[src/rtl/sparc_exu_eclbyptag.sv]
// Destination-tag pipeline (E/M/W, optional W2) producing one-hot operand bypass selects.
// Define SPARC_EXU_BYP_W2_EN to add the W2 stage and make select bit 4 live.
module sparc_exu_eclbyptag (
  input  logic       rclk,
  input  logic       arst_l,
  input  logic [1:0] tid_d,
  input  logic [4:0] rd_d,
  input  logic       wen_d,
  input  logic [4:0] rs1_d,
  input  logic [4:0] rs2_d,
  input  logic [4:0] rs3_d,
  input  logic       stall_d,
  input  logic       kill_e,
  output logic [4:0] byp_rs1_sel_d,
  output logic [4:0] byp_rs2_sel_d,
  output logic [4:0] byp_rs3_sel_d,
  output logic [3:0] tag_vld_ewm
);

  logic [6:0] r_tag_e, r_tag_m, r_tag_w;
  logic       r_vld_e, r_vld_m, r_vld_w;
  logic [6:0] w_tag_w2;
  logic       w_vld_w2;
  logic       w_accept;

  // A stalled instruction becomes a bubble; %g0 writes are never tracked.
  assign w_accept = wen_d & ~stall_d & (rd_d != 5'd0);

  always_ff @(posedge rclk or negedge arst_l) begin
    if (!arst_l) begin
      r_tag_e <= 7'd0;
      r_tag_m <= 7'd0;
      r_tag_w <= 7'd0;
      r_vld_e <= 1'b0;
      r_vld_m <= 1'b0;
      r_vld_w <= 1'b0;
    end else begin
      r_tag_e <= {tid_d, rd_d};
      r_vld_e <= w_accept;
      r_tag_m <= r_tag_e;
      r_vld_m <= r_vld_e & ~kill_e;
      r_tag_w <= r_tag_m;
      r_vld_w <= r_vld_m;
    end
  end

`ifdef SPARC_EXU_BYP_W2_EN
  logic [6:0] r_tag_w2;
  logic       r_vld_w2;

  always_ff @(posedge rclk or negedge arst_l) begin
    if (!arst_l) begin
      r_tag_w2 <= 7'd0;
      r_vld_w2 <= 1'b0;
    end else begin
      r_tag_w2 <= r_tag_w;
      r_vld_w2 <= r_vld_w;
    end
  end

  assign w_tag_w2 = r_tag_w2;
  assign w_vld_w2 = r_vld_w2;
`else
  assign w_tag_w2 = 7'd0;
  assign w_vld_w2 = 1'b0;
`endif

  logic [2:0][4:0] w_rs;
  logic [2:0][4:0] w_sel;

  assign w_rs = {rs3_d, rs2_d, rs1_d};

  genvar gi;
  generate
    for (gi = 0; gi < 3; gi++) begin : g_src
      logic [6:0] w_q;
      logic [3:0] w_hit;

      assign w_q   = {tid_d, w_rs[gi]};
      assign w_hit = {w_vld_w2 & (w_q == w_tag_w2),
                      r_vld_w  & (w_q == r_tag_w),
                      r_vld_m  & (w_q == r_tag_m),
                      r_vld_e  & (w_q == r_tag_e)};

      // Youngest stage wins; source %g0 always reads the register file.
      assign w_sel[gi] = (w_rs[gi] == 5'd0) ? 5'b00001 :
                         w_hit[0]           ? 5'b00010 :
                         w_hit[1]           ? 5'b00100 :
                         w_hit[2]           ? 5'b01000 :
                         w_hit[3]           ? 5'b10000 :
                                              5'b00001;
    end
  endgenerate

  assign byp_rs1_sel_d = w_sel[0];
  assign byp_rs2_sel_d = w_sel[1];
  assign byp_rs3_sel_d = w_sel[2];
  assign tag_vld_ewm   = {w_vld_w2, r_vld_w, r_vld_m, r_vld_e};

endmodule

[config.mk]
export PLATFORM = sky130hd
export DESIGN_NAME = sparc_exu_eclbyptag
export DESIGN_NICKNAME = d
export VERILOG_FILES = /design/src/rtl/sparc_exu_eclbyptag.sv
export SDC_FILE = /design/constraint.sdc
export NUM_CORES = 1
export LEC_CHECK = 0
export CELL_PAD_IN_SITES_DETAIL_PLACEMENT = 0
export CELL_PAD_IN_SITES_GLOBAL_PLACEMENT = 1
export CORE_UTILIZATION = 31
export DETAILED_ROUTE_END_ITERATION = 10
export PLACE_DENSITY = 0.8
export REMOVE_ABC_BUFFERS = 1
export SKIP_LAST_GASP = 1
export SYNTH_ARGS = -nofsm -noshare
export SYNTH_HDL_FRONTEND = slang
export SYNTH_SLANG_ARGS = --single-unit
[constraint.sdc]
create_clock -name rclk -period 2 [get_ports rclk]
set_clock_uncertainty 0.15 [all_clocks]
set_input_delay 0.4 -clock rclk [delete_from_list [all_inputs] [get_ports rclk]]
set_output_delay 0.4 -clock rclk [all_outputs]
set_load 0.01 [all_outputs]
==> flow_summary.toml <==
[yosys]
yosysSeqAreaShare_pct = 42.4
yosys.cell_types.count = 25
synth_area_um2 = 1420
synth_simple_gate_area_share_pct = 20.2
synth_area_leaders = "dfrtp_1 (42%), xnor2_1 (19%), xor2_1 (12%)"
yosys_warnings = 0
syn_area_per_cell_um2 = 10.5
synth-xor-area-share_pct = 31.6
synth_top_family_by_area = "XOR/XNOR gates"
synth_seq_cells = 24
synthAdderAreaFrac_pct = 0
synthMuxAreaShare_pct = 0
synth_compound_area_share_pct = 1.86
synth_top_area_share_pct = 42.4
syn_inst = 135
yosys.area.top_type = "dfrtp_1"

[finish]
drive_gt1_share_pct = 51.6
n_antenna_cell = 0
seq_area_um2 = 611
num-fill-cells = 364
multi_input_area_um2 = 1000
final_util_pct = 56.2
finish.net_count = 253
final_cells = 277
area_growth_pct = 74.1
final_common_cell = "buf_4"
layout_common_cells = "buf_4 (44), xor2_1 (20), xnor2_1 (16), dfrtp_1 (16), xnor2_2 (15)"

[power]
clockPowerShare_pct = 32.6
power.leakage_nw = 1.09
sw_frac_of_total_pct = 25.1
ir_drop_uv = 457
p_seq_share_pct = 42.3
combPwrFrac_pct = 25.1
fin_total_pwr_mw = 1.28
p_int_uw = 956
power_density_nw_per_um2 = 518
p_switching_uw = 320

[sta]
max_freq_ghz = 0.404
layout_setup_ws_ns = -0.476
hold_violations = 0
rsz0062_at_grt = "true"
min_period_over_period_pct = 124
setup-violations-final = 12
maxSlewViolCount = 0
period_needed_ns = 2.48
hold-worst-slack_ns = 0.190

[global_routing]
antenna_found_initial = 0
grt_overflow = 0
grt_max_degree = 25
track_usage_pct = 17.4
grt_pass1_wl_mm = 6.57
grt_pass1_vias = 1380

[cts]
htreeDepth = 1
cts_sinks = 24
numCtsBuffers = 3
cts_tree = "yes"
root_buffer = "clkbuf_8"
clock_latency_ns = 0.26
clk_pin_slew_ns = 0.08
clk_path_buf_depth = 2

[critical_path]
r2r_start = "r_tag_e[3]$_DFF_PN0_"
critPathMaxStageDelay_ns = 0.58
cp-startpoint = "rs1_d[2]"
crit_path_end_kind = "output pin"
crit_path_max_fanout = 3
criticalPathCategory = "in -> out"
worst-endpoint-arrival_ns = 1.93
required_ns = 1.45
endpoint = "byp_rs1_sel_d[3]"
r2r_cells = 2
reg2reg_to = "r_tag_m[3]$_DFF_PN0_"
start_kind = "input pin"
worstPathCellList = "dlygate4sd2_1 -> xnor2_2 -> nand3_1 -> or4_4 -> nand2_1 -> and4b_1 -> buf_2"
rrSetupSlack_ns = 1.02
critPathSlowestCell = "or4_4"

[floorplanning]
fp-row-count = 24
die_h_um = 69.6
die_w_um = 69.6
start_util_pct = 32.3
core_area_um2 = 4380
fp.dieArea_um2 = 4840
io_pins = 46

[status]
status = "complete, but fails checks"
failed_checks = "negative setup slack"

[placed_design]
dp_cells = 261
dp_hpwl_mm = 3.14
globalplace.congestion = 0.823
numPortBuffers = 41

[detailed_routing]
drt_iter0_drc = 19
drt-vias-per-instance = 4.71
vias = 1306
wl_per_cell_um = 15.3
wl_mm = 4.24
drc_errors = 0
firstDrtPassIters = 4
ant_nets = 0

[worst_hold_path]
hold_class = "in -> reg"

[flow_run]
drv_cap = 0
==> through the flow <==
step,cell area [µm²],setup slack (ns),TNS (ns)
global route,2460,-0.555,-5.66
detailed placement,2130,-1.15,-13.05
global placement,2130,-1.16,-12.57
finish,2460,-0.476,-4.59
CTS,2340,-0.449,-4.40
floorplan,1370,-0.00339,-0.00339
==> how the worst min path moves through the flow <==
stage                          from                   end  slack [ns]  cells past startpoint
6_report                   tid_d[0]  r_tag_e[5]$_DFF_PN0_        0.19                      1
5_1_grt                    tid_d[0]  r_tag_e[5]$_DFF_PN0_        0.18                      1
4_1_cts                    tid_d[0]  r_tag_e[5]$_DFF_PN0_        0.17                      1
3_5_place_dp   r_tag_e[6]$_DFF_PN0_  r_tag_m[6]$_DFF_PN0_        0.23                      0
3_3_place_gp   r_tag_e[5]$_DFF_PN0_  r_tag_m[5]$_DFF_PN0_        0.23                      0
2_1_floorplan                arst_l  r_tag_e[0]$_DFF_PN0_       -0.05                      0
==> synthesized netlist by cell type <==
master	n
xnor2_1	31
dfrtp_1	24
xor2_1	20
nand3_1	8
buf_4	7
nor2_1	6
nor3_1	6
nand2_1	4
nor4_1	4
nand4_1	3
or4_1	3
or4_4	3
a21oi_1	2
nor3b_1	2
o21ai_1	2
a31oi_1	1
and3_1	1
and4b_1	1
conb_1	1
nor2_2	1
nor2b_1	1
nor3b_2	1
nor4b_1	1
or2_1	1
or2_2	1
==> cells by family (layout without fill, tap and decap cells) <==
group	Yosys count	count (layout)
and+or+nand+nor	47	47
DFF	24	24
xor gates and xnor gates	51	51
other	1	4
buffers and inverters	7	94
AOI/OAI and AO/OA	5	5
==> layer usage <==
| metal | share of wire (%) | GRT usage [%] | wire, µm |
|---|---|---|---|
| met1 | 38 | 21.1 | 1630 |
| met2 | 56 | 31.8 | 2370 |
| met3 | 4.1 | 1.74 | 174 |
| met4 | 1.6 | 6.35 | 69 |
| met5 | 0 | 0 | 0 |
==> power by group through the flow <==
stage	registers, mW	clock network, mW	logic [mW]
after global placement	0.546	0	0.256
after CTS	0.540	0.423	0.289
final	0.540	0.416	0.320
after detailed placement	0.548	0	0.265
after floorplan	0.544	0	0.101
after global routing	0.542	0.442	0.343
==> critical path: cells and delay by family <==
kind          cells  cell delay (ns)
simple gates      4             0.92
buf+inv           2             0.46
xor+xnor          1             0.14
==> repair_timing <==
item                                    in CTS  in global routing
pin swaps                                   27                 17
hold buffers                                 0                  0
gates cloned                                 0                  0
endpoints found under the setup margin      12                 12
resized for setup                          113                 16
setup buffers                                7                  6
==> state kept, by name, indices dropped and copies added (netlist names) <==
signal	flops
r_vld_w	1
r_vld_m	1
r_tag_e	7
r_tag_w	7
r_tag_m	7
r_vld_e	1
==> layout make-up <==
class / instances / share of cell area [%]
clock buffer: 3 / 1.68
clock inverter: 1 / 1.22
multi-input combinational: 107 / 40.6
sequential: 24 / 24.8
tap: 52 / 2.64
timing repair buffer: 90 / 29.1
No activity file was read; power rests on OpenSTA's default activity.
